===== src/rtl/cycle_cooling_ctrl.sv =====
// Cycle-cooling fan controller: Moore FSM driving fan enable, a swept louvre angle and fan PWM.
// Latency: one clk from sampled inputs to registered outputs (outputs follow the new state).
// No flow control: inputs are sampled every cycle; optional PWM enabled by CYCLE_COOL_PWM_EN.
module cycle_cooling_ctrl #(
   parameter int unsigned DATA_W       = 3,
   parameter int unsigned CAL_THRESH   = 1,
   parameter int unsigned TEMP_THRESH  = 1,
   parameter int unsigned AIR_THRESH   = 0,
   parameter int unsigned ANGLE_MAX    = 5,
   parameter int unsigned SWEEP_DIV    = 4,
   parameter int unsigned COOLDOWN_CYC = 8,
   parameter int unsigned PWM_W        = 3
) (
   input  logic                           clk_i,
   input  logic                           rst_i,
   input  logic [DATA_W-1:0]              calorie_i,
   input  logic [DATA_W-1:0]              temperature_i,
   input  logic                           pressure_i,
   input  logic [DATA_W-1:0]              air_pressure_i,
   output logic                           fan_o,
   output logic [$clog2(ANGLE_MAX+1)-1:0] fan_angle_o,
   output logic                           fan_pwm_o,
   output logic [1:0]                     state_o
);

   localparam int unsigned ANG_W  = $clog2(ANGLE_MAX + 1);
   localparam int unsigned DIV_W  = (SWEEP_DIV > 1) ? $clog2(SWEEP_DIV) : 1;
   localparam int unsigned COOL_W = $clog2(COOLDOWN_CYC + 1);

   localparam logic [1:0] IDLE   = 2'd0;
   localparam logic [1:0] ACTIVE = 2'd1;
   localparam logic [1:0] SWEEP  = 2'd2;
   localparam logic [1:0] HOLD   = 2'd3;

   // Thresholds and terminal values sized to the signals they are compared with.
   localparam logic [DATA_W-1:0] CAL_T     = DATA_W'(CAL_THRESH);
   localparam logic [DATA_W-1:0] TEMP_T    = DATA_W'(TEMP_THRESH);
   localparam logic [DATA_W-1:0] AIR_T     = DATA_W'(AIR_THRESH);
   localparam logic [ANG_W-1:0]  ANG_MAX   = ANG_W'(ANGLE_MAX);
   localparam logic [ANG_W-1:0]  ANG_ONE   = ANG_W'(1);
   localparam logic [DIV_W-1:0]  DIV_LAST  = DIV_W'(SWEEP_DIV - 1);
   localparam logic [DIV_W-1:0]  DIV_ONE   = DIV_W'(1);
   localparam logic [COOL_W-1:0] COOL_LAST = COOL_W'(COOLDOWN_CYC - 1);
   localparam logic [COOL_W-1:0] COOL_MAX  = COOL_W'(COOLDOWN_CYC);
   localparam logic [COOL_W-1:0] COOL_ONE  = COOL_W'(1);

   logic [1:0]        state_q, state_d;
   logic              fan_q, fan_d;
   logic [ANG_W-1:0]  angle_q, angle_d;
   logic [DIV_W-1:0]  div_q, div_d;
   logic [COOL_W-1:0] cool_q, cool_d;
   logic              fan_pwm_q, fan_pwm_d;

   logic hot, start_ok, air_low, cool_done;

   assign hot      = temperature_i > TEMP_T;
   assign start_ok = (calorie_i > CAL_T) && hot;
   assign air_low  = air_pressure_i <= AIR_T;
   // The edge on which the cool streak would reach its target is itself the exit edge.
   assign cool_done = (state_q != IDLE) && !hot && (cool_q == COOL_LAST);

   // Next-state selection; cooldown exit outranks every other non-IDLE transition.
   always_comb begin
      state_d = state_q;
      case (state_q)
         IDLE: begin
            if (start_ok) state_d = ACTIVE;
         end
         ACTIVE: begin
            if (cool_done)        state_d = IDLE;
            else if (!pressure_i) state_d = SWEEP;
         end
         SWEEP: begin
            if (cool_done)    state_d = IDLE;
            else if (air_low) state_d = HOLD;
         end
         HOLD: begin
            if (cool_done)    state_d = IDLE;
            else if (air_low) state_d = ACTIVE;
         end
         default: state_d = IDLE;
      endcase
   end

   // Consecutive-cool counter: runs only outside IDLE while temperature is at or below threshold.
   always_comb begin
      cool_d = '0;
      if ((state_q != IDLE) && !hot) begin
         cool_d = (cool_q == COOL_MAX) ? cool_q : cool_q + COOL_ONE;
      end
   end

   // Angle sweep: the divider restarts on SWEEP entry, the angle steps on each divider wrap.
   always_comb begin
      div_d   = '0;
      angle_d = '0;
      case (state_d)
         SWEEP: begin
            angle_d = angle_q;
            if (state_q == SWEEP) begin
               if (div_q == DIV_LAST) begin
                  angle_d = (angle_q == ANG_MAX) ? '0 : angle_q + ANG_ONE;
               end else begin
                  div_d = div_q + DIV_ONE;
               end
            end
         end
         HOLD:    angle_d = angle_q;
         default: angle_d = '0;
      endcase
   end

   assign fan_d = (state_d != IDLE);

`ifdef CYCLE_COOL_PWM_EN
   localparam logic [PWM_W-1:0] PWM_ONE = PWM_W'(1);

   logic [PWM_W-1:0] pwm_q, pwm_d, duty;

   // PWM period counter starts at zero when the fan turns on; duty tracks temperature directly.
   always_comb begin
      duty      = PWM_W'(temperature_i);
      pwm_d     = (fan_d && fan_q) ? pwm_q + PWM_ONE : '0;
      fan_pwm_d = fan_d && (pwm_d < duty);
   end

   // PWM counter register.
   always_ff @(posedge clk_i) begin
      if (rst_i) pwm_q <= '0;
      else       pwm_q <= pwm_d;
   end
`else
   assign fan_pwm_d = fan_d;
`endif

   // State and output registers; reset beats every other event.
   always_ff @(posedge clk_i) begin
      if (rst_i) begin
         state_q   <= IDLE;
         fan_q     <= 1'b0;
         angle_q   <= '0;
         div_q     <= '0;
         cool_q    <= '0;
         fan_pwm_q <= 1'b0;
      end else begin
         state_q   <= state_d;
         fan_q     <= fan_d;
         angle_q   <= angle_d;
         div_q     <= div_d;
         cool_q    <= cool_d;
         fan_pwm_q <= fan_pwm_d;
      end
   end

   assign state_o     = state_q;
   assign fan_o       = fan_q;
   assign fan_angle_o = angle_q;
   assign fan_pwm_o   = fan_pwm_q;

endmodule

===== config.mk =====
export PLATFORM = sky130hd
export DESIGN_NAME = cycle_cooling_ctrl
export DESIGN_NICKNAME = d
export VERILOG_FILES = /design/src/rtl/cycle_cooling_ctrl.sv
export SDC_FILE = /design/constraint.sdc
export NUM_CORES = 1
export LEC_CHECK = 0
export ABC_CLOCK_PERIOD_IN_PS = 2250
export CAP_MARGIN = 25
export CORE_MARGIN = 5
export CORE_UTILIZATION = 43
export DETAILED_ROUTE_END_ITERATION = 12
export GPL_TIMING_DRIVEN = 0
export PLACE_DENSITY = 0.83
export SLEW_MARGIN = 5
export SYNTH_ARGS = -nofsm -noshare
export SYNTH_HDL_FRONTEND = slang
export SYNTH_SLANG_ARGS = --single-unit
export TNS_END_PERCENT = 1

===== constraint.sdc =====
create_clock -name clk_i -period 2.25 [get_ports clk_i]
set_clock_uncertainty 0.1 [all_clocks]
set_input_delay 0.45 -clock clk_i [delete_from_list [all_inputs] [get_ports clk_i]]
set_output_delay 0.45 -clock clk_i [all_outputs]
set_load 0.01 [all_outputs]

==> results of run 1 <==
[registers in the layout, indices dropped and copies added (netlist names)]
register     flops
fan_angle_o      3
fan_pwm_o        1
state_o          2
cool_q           4
div_q            2
[cell type report]
cell class / instances / area (um^2)
Sequential cell: 12 / 240.2
Tap cell: 15 / 18.77
Multi-Input combinational cell: 50 / 332.8
Clock buffer: 4 / 36.28
Timing Repair Buffer: 16 / 160.2
Buffer: 1 / 7.507
Fill cell: 115 / 503.0
Inverter: 5 / 18.77
[cell families (layout without fill, tap and decap cells)]
| kind of cell | count (synthesis) | in the layout | synth area share |
|---|---|---|---|
| and+or+nand+nor | 31 | 31 | 0.3007 |
| AOI/OAI and AO/OA | 13 | 13 | 0.1461 |
| DFF | 12 | 12 | 0.4008 |
| buffers and inverters | 6 | 26 | 0.04383 |
| adders and majority gates | 3 | 3 | 0.06264 |
| xor gates and xnor gates | 2 | 2 | 0.02923 |
| muxes | 1 | 1 | 0.01670 |
[stage by stage]
step | setup slack (ns) | utilization
final | 0.3008 | 0.6182
after global routing | 0.2409 | 0.6182
after CTS | 0.3005 | 0.6182
after detailed placement | 0.006368 | 0.5907
after global placement | 0.04362 | 0.5907
after floorplan | 0.5091 | -
[worst register-to-register path, cell delays in order (launching register included)]
cell,delay (ns)
dfxtp_1,0.41
ha_1,0.20
nor2b_1,0.20
a31oi_2,0.16
or4_1,0.48
a21oi_1,0.13
[cell usage after synthesis]
cell / n
dfxtp_1: 12
nor2_1: 7
nand2_1: 5
a21oi_1: 4
inv_1: 4
o21ai_0: 4
ha_1: 3
nand3_1: 3
nand2b_1: 2
nor2b_1: 2
a211o_1: 1
a21boi_0: 1
a31oi_2: 1
and3_1: 1
and4_1: 1
and4b_1: 1
buf_4: 1
inv_2: 1
mux2i_1: 1
nand3_2: 1
nand3b_1: 1
nor3_1: 1
nor3b_1: 1
o211a_1: 1
o221ai_1: 1
or2_0: 1
or2_2: 1
or3_1: 1
or4_1: 1
or4b_4: 1
xnor2_1: 1
xor2_1: 1
[power groups by stage]
stage	Clock, mW	Sequential (mW)	Combinational, mW
floorplan	0	0.234	0.0294
detailed placement	0	0.232	0.0740
CTS	0.178	0.227	0.0744
global placement	0	0.232	0.0719
global route	0.189	0.228	0.0795
finish	0.170	0.227	0.0737
[final timing paths]
check                                                 start                     endpoint  slack, ns  cells past startpoint
worst min register to register  fan_angle_o[1]$_SDFFE_PP0P_  fan_angle_o[1]$_SDFFE_PP0P_       0.42                      2
worst min-delay path            fan_angle_o[1]$_SDFFE_PP0P_  fan_angle_o[1]$_SDFFE_PP0P_       0.42                      2
worst max register to register       cool_q[0]$_SDFFE_PP0P_  fan_angle_o[1]$_SDFFE_PP0P_       0.50                      5
worst max-delay path                      air_pressure_i[0]          div_q[1]$_SDFF_PP0_       0.30                      6
[placed cells by master, fill, tap and decap left out, types with 2 or more instances in the layout]
master and instances:
nand3_1 3, a21oi_1 4, o21ai_0 4, clkdlybuf4s50_1 16, nand2b_1 2, ha_1 3, inv_1 4, nor2b_1 2
clkbuf_4 3, nor2_1 7, nand2_1 5, dfxtp_1 12
[routing by layer]
metal | track usage | part of all wire | wire length (um) | vias to the layer above
met5 | 0 | 0 | 0 | -
met4 | 0.08287 | 0.015 | 19 | 0
met3 | 0.05364 | 0.066 | 83 | 2
met2 | 0.2406 | 0.49 | 615 | 12
met1 | 0.1481 | 0.43 | 534 | 253
li1 | - | - | - | 281
==> summary.md, run 1 <==
| Metric | Value |
|---|---|
| Post-cts hold buffer count | `0` |
| Max stage delay cell, worst path | `or4b_4` |
| Worst-margin pin slew | `0.4026 ns` |
| Initial DRT Pass Iterations | `4` |
| Clk_lat worst skew | `0.27 ns` |
| Max FO, Critical Path | `4` |
| Share of post-route cells with drive strength above 1 | `0.1136` |
| First-pass GRT wire length | `2132 um` |
| Power per cell area | `about 580 mW/mm^2` |
| Fin. max-slew vios | `0` |
| CP peak stage delay | `0.56 ns` |
| Worst EP required | `2.32 ns` |
| Clock Power Share | `0.362` |
| Seq cells post-synth | `12` |
| WL per Instance | `roughly 12 um` |
| Starting density of the core | `0.4549` |
| Max-cap viol count | `0` |
| Leading area contributor after synthesis | `dfxtp_1` |
| HPWL after DPL | `1014 um` |
| Non-Filler Instances | `103` |
| Tot Pwr | `0.4709 mW` |
| Die Wd | `about 47 um` |
| CTS resizes | `0` |
| Die Span Y | `47.34 um` |
| Area share of the largest cell type after synthesis | `0.4008` |
| Inserted Clock Buffers | `3` |
| Cells after Synth | `a little under 70` |
| IO Port Bufs | `16` |
| Initial antenna violation count | `0` |
| Routed Antenna Nets | `0` |
| DR DRC count | `0` |
| Switching Fraction | `0.2336` |
| TritonCTS clock tree | `yes` |
| Status | `finished clean` |
| Max Buffers Root-to-Sink | `2` |
| CTS H-Tree Depth | `1` |
| Distinct cell type count after synthesis | `32` |
| Detailed Route WL | `about 1300 um` |
| Worst Setup Start Kind | `input pin` |
| RSZ-0062 raised after global routing | `false` |
| Hold Worst Slack | `0.4172 ns` |
| Final setup TNS | `0 ns` |
| Seq/Total Area, Yosys | `0.4008` |
| Mapped Avg Cell Area | `8.814 um^2` |
| Logic pwr share | `0.157` |
| Placement Cell Area | `a little under 800 um^2` |
| Setup bufs post-CTS | `0` |
| Lkg Pwr | `0.3236 nW` |
| Period Utilization, post-route | `0.8663` |
| Type of destination of the critical path | `flop` |
| Vias after detailed routing | `about 550` |
| Crit path arrival time | `just over 2 ns` |
| Largest net degree at the start of global routing | `8` |
| Hold Path Class | `reg2reg` |
| Fin. Hold Viols | `0` |
| Die ar. | `0.002241 mm^2` |
| Placeable Area | `0.001318 mm^2` |
| Psw | `between 0.1 and 0.15 mW` |
| Max Freq | `0.5130 GHz` |
| Post-Layout Inst Area | `814.5 um^2` |
| Ranking of synthesized cells by area | `dfxtp_1, ha_1, nor2_1, a21oi_1, o21ai_0` |
| Setup CP Type | `in2reg` |
| Area of the mapped netlist | `599.3 um^2` |
| Cells after DPL | `99` |
| Num rows | `13` |
| Slew HR | `0.7292` |
| Syn Nets | `83` |
| Number of vias per cell | `around 5.3` |
| Setup violators final | `0` |
| Number of global-route vias before repair | `517` |
| Ys Warns | `0` |
| Top cell family by delay on the critical path | `simple AND/OR/NAND/NOR gates` |
| Nets | `104` |
| Gr ovfl total | `0` |
| Area Overhead vs Synth | `35.91%` |
| Cell chain of the critical path | `clkdlybuf4s50_1 -> or4b_4 -> or2_0 -> nand3_2 -> inv_2 -> and4_1` |
| Peak supply drop | `0.2937 mV` |
| DRT iter0 DRCs | `15` |
| Tot GR Track Use | `0.1421` |
| Buf/Inv on CP | `2` |
| CTS Sinks | `12` |
| N_diodes | `0` |
| I/O pin total | `19` |
| Pint | `0.3609 mW` |
| Sequential cell fraction of total power | `0.482` |
| GPL Wtd Cong | `0.7908` |
| Clock Tree Root | `clkbuf_4` |
| Period minus WS final | `1.949 ns` |
| Clk slew on worst S/H paths | `0.08 ns` |
(Power assumes the default switching activity.)
==> inputs of run 2 (changes only) <==
--- a/config.mk
+++ b/config.mk
@@ -5,7 +5,6 @@
 export SDC_FILE = /design/constraint.sdc
 export NUM_CORES = 1
 export LEC_CHECK = 0
-export ABC_CLOCK_PERIOD_IN_PS = 2250
 export CAP_MARGIN = 25
 export CORE_MARGIN = 5
 export CORE_UTILIZATION = 43
==> results of run 2 <==
Same layout as run 1: the final DEF is identical, and so are final timing and power.
==> RTL edit: new RTL, config.mk and constraints of run 2 <==
The parameter `ANGLE_MAX` goes from 5 to 4.
--- a/src/rtl/cycle_cooling_ctrl.sv
+++ b/src/rtl/cycle_cooling_ctrl.sv
@@ -6,7 +6,7 @@
    parameter int unsigned CAL_THRESH   = 1,
    parameter int unsigned TEMP_THRESH  = 1,
    parameter int unsigned AIR_THRESH   = 0,
-   parameter int unsigned ANGLE_MAX    = 5,
+   parameter int unsigned ANGLE_MAX    = 4,
    parameter int unsigned SWEEP_DIV    = 4,
    parameter int unsigned COOLDOWN_CYC = 8,
    parameter int unsigned PWM_W        = 3
Function: no difference found for any inputs over 10 cycles, from zero or initial values and one cycle with rst_i high; that may be too few to reach the edited logic, so the function may still have changed.
==> RTL edit against run 2 <==
- total power fell by 11%
- routed wire length fell by 0.64%
- cell area rose by 1.1%
- worst setup slack improved by 0.091 ns
- sequential cell count did not move
- critical path depth fell by 1
- count of clock-buffer cells in the layout fell by 1
- die area rose by 3.0%
- area after synthesis rose by 3.8%
- worst hold slack got worse by 0.092 ns
- critical path type unchanged
- highest routed layer unchanged
==> RTL edit: results (changes against run 2) <==
| Metric | Value |
|---|---|
| Multiplexer area fraction after synthesis | `1.61% (-0.060 points)` |
| Post-cts gate resize count | `0 (unchanged)` |
| Top cells by area, synth | `dfxtp_1, ha_1, nor2_1, nand3_1, o21ai_0` |
| Crit-path slowest cell | `or4b_4` |
| First-pass GRT wire length | `2020 um (-5.2%)` |
| Post-synthesis compound-gate area fraction | `14.7% (+0.074 points)` |
| Layout cells sized above 1 | `7.45% (-3.9 points)` |
| Static Leak | `0.312 nW (-3.6%)` |
| Status | `complete, no violations` |
| Worst-Skew Late Latency | `0.27 ns (about the same)` |
| Xor and xnor area share after synthesis | `2.82% (-0.11 points)` |
| Diode count | `0 (unchanged)` |
| Synth cell types | `25 (-22%)` |
| Vias in the first global route | `526 (+1.7%)` |
| Post-CTS Setup Inserts | `0 (unchanged)` |
| Number of vias per cell | `5.11 (-4.0%)` |
| Pre-CTS setup slack | `0.122 ns (+0.115 ns)` |
| Net count, final | `113 (+8.7%)` |
| Routing usage on met3 | `2.26% (-3.1 points)` |
| Peak fanout along the critical path | `3 (-1)` |
| Crit path max-delay family | `simple AND/OR/NAND/NOR gates` |
| Worst endpoint data arrival time | `1.91 ns (-0.11 ns)` |
| GR met2 Demand/Resource | `21.9% (-2.2 points)` |
| Post-synth top cells | `dfxtp_1, nor2_1, inv_1, nand3_1, o21ai_0` |
| Slew HR | `72.4% (-0.54 points)` |
| Detailed Place HPWL | `1010 um (-0.24%)` |
| Via Count | `557 (+1.6%)` |
| Register area share after synthesis | `38.6% (-1.5 points)` |
| Total GRT Usage | `12.7% (-1.5 points)` |
| Adder-cell share of the synthesized area | `10.1% (+3.8 points)` |
| Gpl congestion | `0.868 (+9.7%)` |
| Met1 Use GR | `14.3% (-0.52 points)` |
| Starting DRT DRC Count | `9 (-6)` |
| Worst VDD drop | `0.284 mV (-3.3%)` |
| Post-synthesis area per instance | `8.29 um^2 (-5.9%)` |
| Syn Nets | `92 (+11%)` |
| Final WL | `1240 um (-0.64%)` |
RTL edit: cell types whose count changed in the layout (fill, tap and decap cells not counted), moves of 2 or more:
cell / delta
o21ai_0: +2
nor2_1: +2
inv_1: +3
ha_1: +2
nand3_1: +3
RTL edit: report_power, final:
group          internal [W]   total, W  switching (W)
registers          0.000220   0.000227     0.00000744
logic             0.0000427  0.0000688      0.0000260
clock network     0.0000619   0.000125      0.0000636
total              0.000324   0.000421      0.0000971
RTL edit: stage by stage:
stage / area [um^2] / util [%] / total power [W]
floorplan: 622 / - / 0.000261
global placement: 801 / 60.0 / 0.000301
detailed placement: 801 / 60.0 / 0.000301
CTS: 823 / 61.7 / 0.000428
global route: 823 / 61.7 / 0.000442
finish: 823 / 61.7 / 0.000421
RTL edit: area by class of cell:
type                       count  area [um^2]  area share (%)
multi-input combinational     55          348            42.2
sequential                    12          240            29.2
timing repair buffer          16          160            19.5
inverter                       7         26.3            3.19
clock buffer                   3         22.5            2.74
tap                           15         18.8            2.28
buffer                         1         7.51           0.912
RTL edit: path summary, 6_finish.rpt:
kind | end | cells after the start | slack [ns] | startpoint
worst max-delay path | fan_angle_o[2] | 5 | 0.39 | air_pressure_i[0]
worst min-delay path | div_q[0] | 1 | 0.33 | div_q[0]
worst max register to register | fan_angle_o[2] | 4 | 0.63 | state_o[1]
worst min register to register | div_q[0] | 1 | 0.33 | div_q[0]
RTL edit: metal layers:
metal / part of all wire [%] / up-vias
met5: 0 / -
met4: 2.7 / 0
met3: 6.5 / 5
met2: 47 / 15
met1: 43 / 243
li1: - / 294
RTL edit: cell families (layout without fill, tap and decap cells):
kind of cell    Yosys count  count (layout)
xor+xnor                  2               2
flops                    12              12
simple gates             32              32
buf+inv                   8              27
compound gates           15              15
fa+ha+maj                 5               5
mux                       1               1
